[src/rtl/calc_pkg.sv]
// Shared types for the calculator engine: operation codes and FSM states.
// Optional feature macro used by the engine: CALC_BTN_DEBOUNCE_EN.
package calc_pkg;

   typedef enum logic [2:0] {
      ADD  = 3'd0,
      SUB  = 3'd1,
      DIV  = 3'd2,
      MUL  = 3'd3,
      REM  = 3'd4,
      SQRT = 3'd5,
      POW  = 3'd6,
      ONES = 3'd7
   } calc_op_t;

   typedef enum logic [1:0] {
      IDLE,
      CALC,
      DONE
   } calc_state_t;

   localparam int CALC_OP_COUNT = 8;

   // The op field is exactly log2(CALC_OP_COUNT) bits, so the wrap is free.
   function automatic calc_op_t next_op(calc_op_t o);
      logic [2:0] n;
      n = o + 3'd1;
      return calc_op_t'(n);
   endfunction

endpackage

[src/rtl/calc_seq_engine_btn_edge.sv]
// Button conditioner: 2-flop synchroniser, optional debounce, rising-edge pulse.
// Debounce is compiled in only when CALC_BTN_DEBOUNCE_EN is defined.
module btn_edge #(
   parameter int DB_CYCLES = 250000
) (
   input  logic clk,
   input  logic rst_n,
   input  logic btn,
   output logic pulse
);

   logic [1:0] sync;
   logic       level;
   logic       prev;

   always_ff @(posedge clk or negedge rst_n) begin
      if (!rst_n) begin
         sync <= 2'b00;
      end else begin
         sync <= {sync[0], btn};
      end
   end

`ifdef CALC_BTN_DEBOUNCE_EN
   localparam int DW = $clog2(DB_CYCLES + 1);

   logic [DW-1:0] cnt;
   logic          db;

   // The level only moves after DB_CYCLES consecutive cycles of disagreement.
   always_ff @(posedge clk or negedge rst_n) begin
      if (!rst_n) begin
         db  <= 1'b0;
         cnt <= '0;
      end else if (sync[1] == db) begin
         cnt <= '0;
      end else if (cnt == DW'(DB_CYCLES - 1)) begin
         db  <= sync[1];
         cnt <= '0;
      end else begin
         cnt <= cnt + DW'(1);
      end
   end

   assign level = db;
`else
   logic unused_db;

   assign unused_db = (DB_CYCLES > 0);
   assign level     = sync[1];
`endif

   always_ff @(posedge clk or negedge rst_n) begin
      if (!rst_n) begin
         prev <= 1'b0;
      end else begin
         prev <= level;
      end
   end

   assign pulse = level & ~prev;

endmodule

[src/rtl/calc_seq_engine.sv]
// Iterative calculator engine: one shared datapath for all eight operations.
// Build option: CALC_BTN_DEBOUNCE_EN enables debounce on the mode button.
import calc_pkg::*;

module calc_seq_engine #(
   parameter int W         = 4,
   parameter int DB_CYCLES = 250000
) (
   input  logic          clk,
   input  logic          rst_n,
   input  logic [2*W-1:0] sw,
   input  logic          btn_mode,
   output logic [2:0]    op,
   output logic [2*W-1:0] result,
   output logic          busy,
   output logic          valid,
   output logic          ovf,
   output logic          dbz
);

   localparam int RW = 2 * W;
   localparam int CW = W + 1;

   calc_state_t   state, state_n;
   calc_op_t      cur_op, snap_op;
   logic [RW-1:0] snap_sw;
   logic [CW-1:0] cnt, cnt_n;
   logic [RW-1:0] x, y, z;
   logic [RW-1:0] x_n, y_n, z_n;
   logic [RW-1:0] pres, pres_n;
   logic          pov, pov_n;
   logic          pdz, pdz_n;
   logic          start, fin;
   logic          mode_pulse;

   logic [W-1:0]    sa, sb, a_in, b_in;
   logic [RW-1:0]   msum;
   logic [W:0]      dtri, drem;
   logic            dge;
   logic [RW-1:0]   srad, strial;
   logic            sge;
   logic [RW+W-1:0] prod;

   btn_edge #(
      .DB_CYCLES(DB_CYCLES)
   ) u_mode (
      .clk  (clk),
      .rst_n(rst_n),
      .btn  (btn_mode),
      .pulse(mode_pulse)
   );

   assign op   = cur_op;
   assign sa   = snap_sw[W-1:0];
   assign sb   = snap_sw[RW-1:W];
   assign a_in = sw[W-1:0];
   assign b_in = sw[RW-1:W];

   // Register roles per op: MUL x=acc y=multiplicand z=multiplier;
   // DIV/REM x=remainder z=dividend/quotient; SQRT x=rem y=root z=radicand.
   assign msum   = z[0] ? x + y : x;
   assign dtri   = {x[W-1:0], z[W-1]};
   assign dge    = dtri >= {1'b0, sb};
   assign drem   = dge ? dtri - {1'b0, sb} : dtri;
   assign srad   = {x[RW-3:0], z[RW-1:RW-2]};
   assign strial = {y[RW-3:0], 2'b01};
   assign sge    = srad >= strial;
   assign prod   = {{W{1'b0}}, x} * {{RW{1'b0}}, sa};

   always_comb begin
      state_n = state;
      start   = 1'b0;
      fin     = 1'b0;
      x_n     = x;
      y_n     = y;
      z_n     = z;
      cnt_n   = cnt;
      pres_n  = pres;
      pov_n   = pov;
      pdz_n   = pdz;
      unique case (state)
         IDLE: begin
            if (!valid || {cur_op, sw} != {snap_op, snap_sw}) begin
               start   = 1'b1;
               state_n = CALC;
               x_n     = (cur_op == POW) ? RW'(1) : '0;
               y_n     = (cur_op == MUL) ? {{W{1'b0}}, b_in} : '0;
               z_n     = (cur_op == SQRT) ? sw : {{W{1'b0}}, a_in};
               cnt_n   = (cur_op == POW) ? {1'b0, b_in} : CW'(W);
               pres_n  = '0;
               pov_n   = 1'b0;
               pdz_n   = 1'b0;
            end
         end
         CALC: begin
            cnt_n = cnt - CW'(1);
            unique case (1'b1)
               (snap_op == ADD): begin
                  pres_n = {{W{1'b0}}, sa} + {{W{1'b0}}, sb};
                  fin    = 1'b1;
               end
               (snap_op == SUB): begin
                  pres_n = {{W{1'b0}}, sa} - {{W{1'b0}}, sb};
                  fin    = 1'b1;
               end
               (snap_op == ONES): begin
                  pres_n = '1;
                  fin    = 1'b1;
               end
               (snap_op == MUL): begin
                  x_n = msum;
                  y_n = {y[RW-2:0], 1'b0};
                  z_n = {1'b0, z[RW-1:1]};
                  if (cnt == CW'(1)) begin
                     pres_n = msum;
                     fin    = 1'b1;
                  end
               end
               (snap_op == DIV || snap_op == REM): begin
                  if (sb == '0) begin
                     pres_n = '1;
                     pdz_n  = 1'b1;
                     fin    = 1'b1;
                  end else begin
                     x_n = {{(RW-W-1){1'b0}}, drem};
                     z_n = {z[RW-1:W], z[W-2:0], dge};
                     if (cnt == CW'(1)) begin
                        pres_n = (snap_op == DIV)
                               ? {{W{1'b0}}, z[W-2:0], dge}
                               : {{W{1'b0}}, drem[W-1:0]};
                        fin    = 1'b1;
                     end
                  end
               end
               (snap_op == SQRT): begin
                  x_n = sge ? srad - strial : srad;
                  y_n = {y[RW-2:0], sge};
                  z_n = {z[RW-3:0], 2'b00};
                  if (cnt == CW'(1)) begin
                     pres_n = {y[RW-2:0], sge};
                     fin    = 1'b1;
                  end
               end
               (snap_op == POW): begin
                  if (sb == '0) begin
                     pres_n = RW'(1);
                     fin    = 1'b1;
                  end else if (prod[RW+W-1:RW] != '0) begin
                     // Saturate and stop as soon as a partial product overflows.
                     pres_n = '1;
                     pov_n  = 1'b1;
                     fin    = 1'b1;
                  end else begin
                     x_n = prod[RW-1:0];
                     if (cnt == CW'(1)) begin
                        pres_n = prod[RW-1:0];
                        fin    = 1'b1;
                     end
                  end
               end
               default: fin = 1'b1;
            endcase
            if (fin) begin
               state_n = DONE;
            end
         end
         DONE: state_n = IDLE;
         default: state_n = IDLE;
      endcase
   end

   always_ff @(posedge clk or negedge rst_n) begin
      if (!rst_n) begin
         state <= IDLE;
      end else begin
         state <= state_n;
      end
   end

   always_ff @(posedge clk or negedge rst_n) begin
      if (!rst_n) begin
         cur_op  <= ADD;
         snap_op <= ADD;
         snap_sw <= '0;
         cnt     <= '0;
         x       <= '0;
         y       <= '0;
         z       <= '0;
         pres    <= '0;
         pov     <= 1'b0;
         pdz     <= 1'b0;
         result  <= '0;
         busy    <= 1'b0;
         valid   <= 1'b0;
         ovf     <= 1'b0;
         dbz     <= 1'b0;
      end else begin
         cnt  <= cnt_n;
         x    <= x_n;
         y    <= y_n;
         z    <= z_n;
         pres <= pres_n;
         pov  <= pov_n;
         pdz  <= pdz_n;
         if (mode_pulse) begin
            cur_op <= next_op(cur_op);
         end
         if (start) begin
            snap_op <= cur_op;
            snap_sw <= sw;
            valid   <= 1'b0;
            busy    <= 1'b1;
         end
         if (state == DONE) begin
            result <= pres;
            ovf    <= pov;
            dbz    <= pdz;
            valid  <= 1'b1;
            busy   <= 1'b0;
         end
      end
   end

endmodule
[config.mk]
export PLATFORM = sky130hd
export DESIGN_NAME = calc_seq_engine
export DESIGN_NICKNAME = d
export VERILOG_FILES = /design/src/rtl/calc_pkg.sv /design/src/rtl/calc_seq_engine_btn_edge.sv /design/src/rtl/calc_seq_engine.sv
export SDC_FILE = /design/constraint.sdc
export NUM_CORES = 1
export LEC_CHECK = 0
export ABC_AREA = 1
export BUFFER_PORTS_ARGS = -buffer_cell sky130_fd_sc_hd__buf_2
export CAP_MARGIN = 10
export CORE_MARGIN = 3
export CORE_UTILIZATION = 30
export DETAILED_ROUTE_END_ITERATION = 10
export SLEW_MARGIN = 40
export SYNTH_ARGS = -nofsm -noshare
export SYNTH_HDL_FRONTEND = slang
export SYNTH_HIERARCHICAL = 1
export SYNTH_SLANG_ARGS = --single-unit
[constraint.sdc]
create_clock -name clk -period 8.9 [get_ports clk]
set_input_delay 0.445 -clock clk [delete_from_list [all_inputs] [get_ports clk]]
set_output_delay 0.445 -clock clk [all_outputs]
set_load 0.005 [all_outputs]
==> results.json <==
{
  "place_ws_ps": 5060,
  "setup_tns_ps": 0,
  "io_pins": 26,
  "synthXorXnorAreaFrac": 0.0245,
  "fillerInstances": 2206,
  "finClkSkew_ps": 9.69,
  "syn-num-nets": 998,
  "grt_max_degree": 71,
  "finalHoldViolations": 0,
  "grt_setup_unrepaired": "no",
  "firstDrtPassIters": 5,
  "fp.coreArea_um2": 20600,
  "die_y_um": 152,
  "hp-class": "in2async",
  "synthTopCellsByArea": "dfrtp_1 27%, nand2_1 14%, ha_1 9.5%",
  "nets": 1011,
  "ys_seq_area_frac": 0.272,
  "core.rowCount": 52,
  "synth_compound_area_frac": 0.148,
  "num_antenna_cells": 0,
  "dp_hpwl_um": 14700,
  "io_buffers": 25,
  "max-slew-margin-rel": 0.462,
  "reg2reg_depth": 19,
  "grt_pass1_wl_um": 30300,
  "synth-edff-count": 0,
  "synth_flop_cell": "dfrtp_1",
  "r2r-end": "x[4]$_DFFE_PN0P_",
  "ys_types": 51,
  "async_flop_share": 1.00,
  "h-tree-depth": 3,
  "num_vias": 6115,
  "synth_area_per_cell_um2": 6.98,
  "drv_slew": 0,
  "cts_tree": "built",
  "status": "completed",
  "cp_slowest_cell": "dfrtp_1",
  "yosysTopAreaCell": "dfrtp_1",
  "root_buffer": "clkbuf_16",
  "max_cap_violations": 0,
  "startpoint_type": "register",
  "cts.sinks": 70,
  "yosys_warnings": 6,
  "cp-end-kind": "register",
  "synth_mux_area_frac": 0,
  "synth_top_family_by_area": "simple AND/OR/NAND/NOR gates",
  "place_area_um2": 6790,
  "final.period_utilization": 0.432,
  "setup_violations": 0,
  "required_ps": 9120,
  "critPathLaunch": "snap_sw[3]$_DFFE_PN0P_",
  "synth_fa_ha_area_frac": 0.145,
  "drt_iter0_markers": 614,
  "wl_per_cell_um": 15.5,
  "power_leakage_nw": 3.80,
  "r2r-start": "snap_sw[3]$_DFFE_PN0P_",
  "fin_crit_ps": 3840,
  "tightest_slew_ps": 806,
  "grt_pass1_vias": 5556,
  "overflow": 0,
  "fmax_mhz": 260,
  "cellPowerDensity_nw_per_um2": 362,
  "crit_type": "reg2reg",
  "totalWireLength_um": 18800,
  "fin_area_um2": 7070,
  "post-cts-setup-buffers": 0,
  "reg2reg_setup_slack_ps": 5060,
  "grt_usage": 0.161,
  "synthCells": 922,
  "detail_route.vias_per_cell": 5.05,
  "syn_to_final_growth_pct": 9.94,
  "ant_nets": 0,
  "path_cells": "nand2_1 -> inv_1 -> fa_1 -> inv_1 -> fa_1 -> inv_1 -> ha_1 -> a21oi_2 -> nor2_1 -> nor2_1 -> nand2_1 -> nand2_1 -> nand2_2 -> nor2_4 -> nand3_2 -> nand2_4 -> nor2_8 -> inv_2 -> o21ai_2",
  "yosysTopAreaCellShare": 0.272,
  "max_stage_delay_ps": 560,
  "antenna_found_initial": 0,
  "cp.arrival_ps": 4070,
  "ctsHoldBuffers": 0,
  "netlist_area_um2": 6430,
  "worst_slack_ps": 5060,
  "clk_pin_slew_ps": 60,
  "cp_max_fo": 13,
  "ctsResizeCount": 0,
  "fp.dieArea_um2": 23200,
  "ys_seq_elements": 70,
  "synthSimpleGateAreaFrac": 0.300,
  "clk_latency_ps": 340,
  "die_w_um": 152,
  "gp_congestion": 0.933,
  "ir_drop_mv": 0.192,
  "drc": 0,
  "numCtsBuffers": 9,
  "critPathCapture": "x[4]$_DFFE_PN0P_",
  "layout-drive-gt1-share": 0.103,
  "clockBufferDepth": 2,
  "start_util": 0.312
}
[placed cells by master, fill, tap and decap left out, types with 3 or more instances in the layout]
| cell type | instances |
|---|---|
| o21bai_1 | 3 |
| ha_1 | 49 |
| o22ai_1 | 8 |
| nor3_1 | 3 |
| nand4_1 | 16 |
| buf_2 | 24 |
| nand3_1 | 79 |
| nor2_4 | 4 |
| xor2_1 | 13 |
| o21ai_2 | 6 |
| xnor2_1 | 5 |
| nand3_2 | 5 |
| a211oi_1 | 3 |
| o211ai_1 | 9 |
| dfrtp_1 | 70 |
| nand2_2 | 5 |
| fa_1 | 16 |
| nor2_1 | 57 |
| a31oi_1 | 6 |
| nand2_1 | 244 |
| inv_2 | 12 |
| a21oi_1 | 36 |
| o21ai_1 | 6 |
| clkbuf_16 | 9 |
| nor2_2 | 6 |
| nand2_4 | 3 |
| o21ai_0 | 64 |
| inv_1 | 140 |
[cell usage after synthesis, types with 3 or more instances]
master	n
buf_2	9
o21bai_1	3
xor2_1	13
nand2_1	244
nand2_4	3
nor2_1	58
nor2_2	5
inv_2	12
nor2_4	4
clkbuf_1	10
nor3_1	3
buf_4	3
a211oi_1	3
a31oi_1	6
ha_1	49
nand3_2	5
o21ai_1	6
nand2_2	5
dfrtp_1	70
nand3_1	79
nand4_1	16
o211ai_1	9
inv_1	140
o22ai_1	8
xnor2_1	5
o21ai_0	64
fa_1	16
o21ai_2	6
a21oi_1	36
[per-stage QoR]
stage,hold slack (ps),instances,utilization,total power [mW]
6_report,106,1210,0.343,2.56
5_1_grt,159,1210,0.343,2.80
4_1_cts,146,1210,0.343,2.55
3_5_place_dp,351,1194,0.329,2.20
3_3_place_gp,340,1194,0.329,2.19
2_1_floorplan,149,922,-,1.75
[report_power, final]
part           leakage [nW]  switching (mW)  internal, mW  total, mW
combinational          2.76            1.09         0.530       1.62
sequential            0.907           0.169         0.431      0.600
clock                 0.132           0.143         0.196      0.340
total                  3.80            1.40          1.16       2.56
[area by class of cell]
cell class	count	area (µm²)	area share
clock buffer	11	243	0.0343
clock inverter	5	33.8	0.00478
inverter	154	583	0.0825
multi-input combinational	673	3980	0.562
sequential	70	1750	0.248
tap	270	338	0.0478
timing repair buffer	27	146	0.0207
[sequential cells by signal, summed over array words and instances (netlist names), 3 cells and up]
signal	cells
pres	8
result	8
snap_sw	8
x	8
y	8
z	8
cnt	5
op	3
snap_op	3
[routing by layer]
layer / share of wire / vias to the layer above / global-route usage
met5: 0 / - / 0
met4: 0.026 / 0 / 0.0573
met3: 0.065 / 29 / 0.0210
met2: 0.44 / 221 / 0.243
met1: 0.47 / 2854 / 0.235
li1: - / 3011 / -
[critical path, delay by kind of cell, from the launching register on]
family	cells	cell delay, ps
adder cells (fa/ha/maj)	3	1410
buffers and inverters	4	290
flip-flops	1	560
AO/OA/AOI/OAI	2	280
AND/OR/NAND/NOR	10	1200
[kinds of logic (layout without fill, tap and decap cells)]
family                   Yosys count  after routing
flip-flops                        70             70
adder cells (fa/ha/maj)           65             65
XOR/XNOR                          18             18
AND/OR/NAND/NOR                  432            432
AO/OA/AOI/OAI                    158            158
buffers and inverters            179            197
[worst min path at each step]
stage	end	slack [ps]	depth (start not counted)
after floorplan	busy$_DFFE_PN0P_	150	0
after global placement	u_mode/sync[1]$_DFF_PN0_	340	0
after detailed placement	u_mode/sync[1]$_DFF_PN0_	350	0
after CTS	u_mode/sync[0]$_DFF_PN0_	150	1
after global routing	u_mode/sync[0]$_DFF_PN0_	160	1
final	snap_sw[5]$_DFFE_PN0P_	110	1
Power figures use the tool's default switching activity.
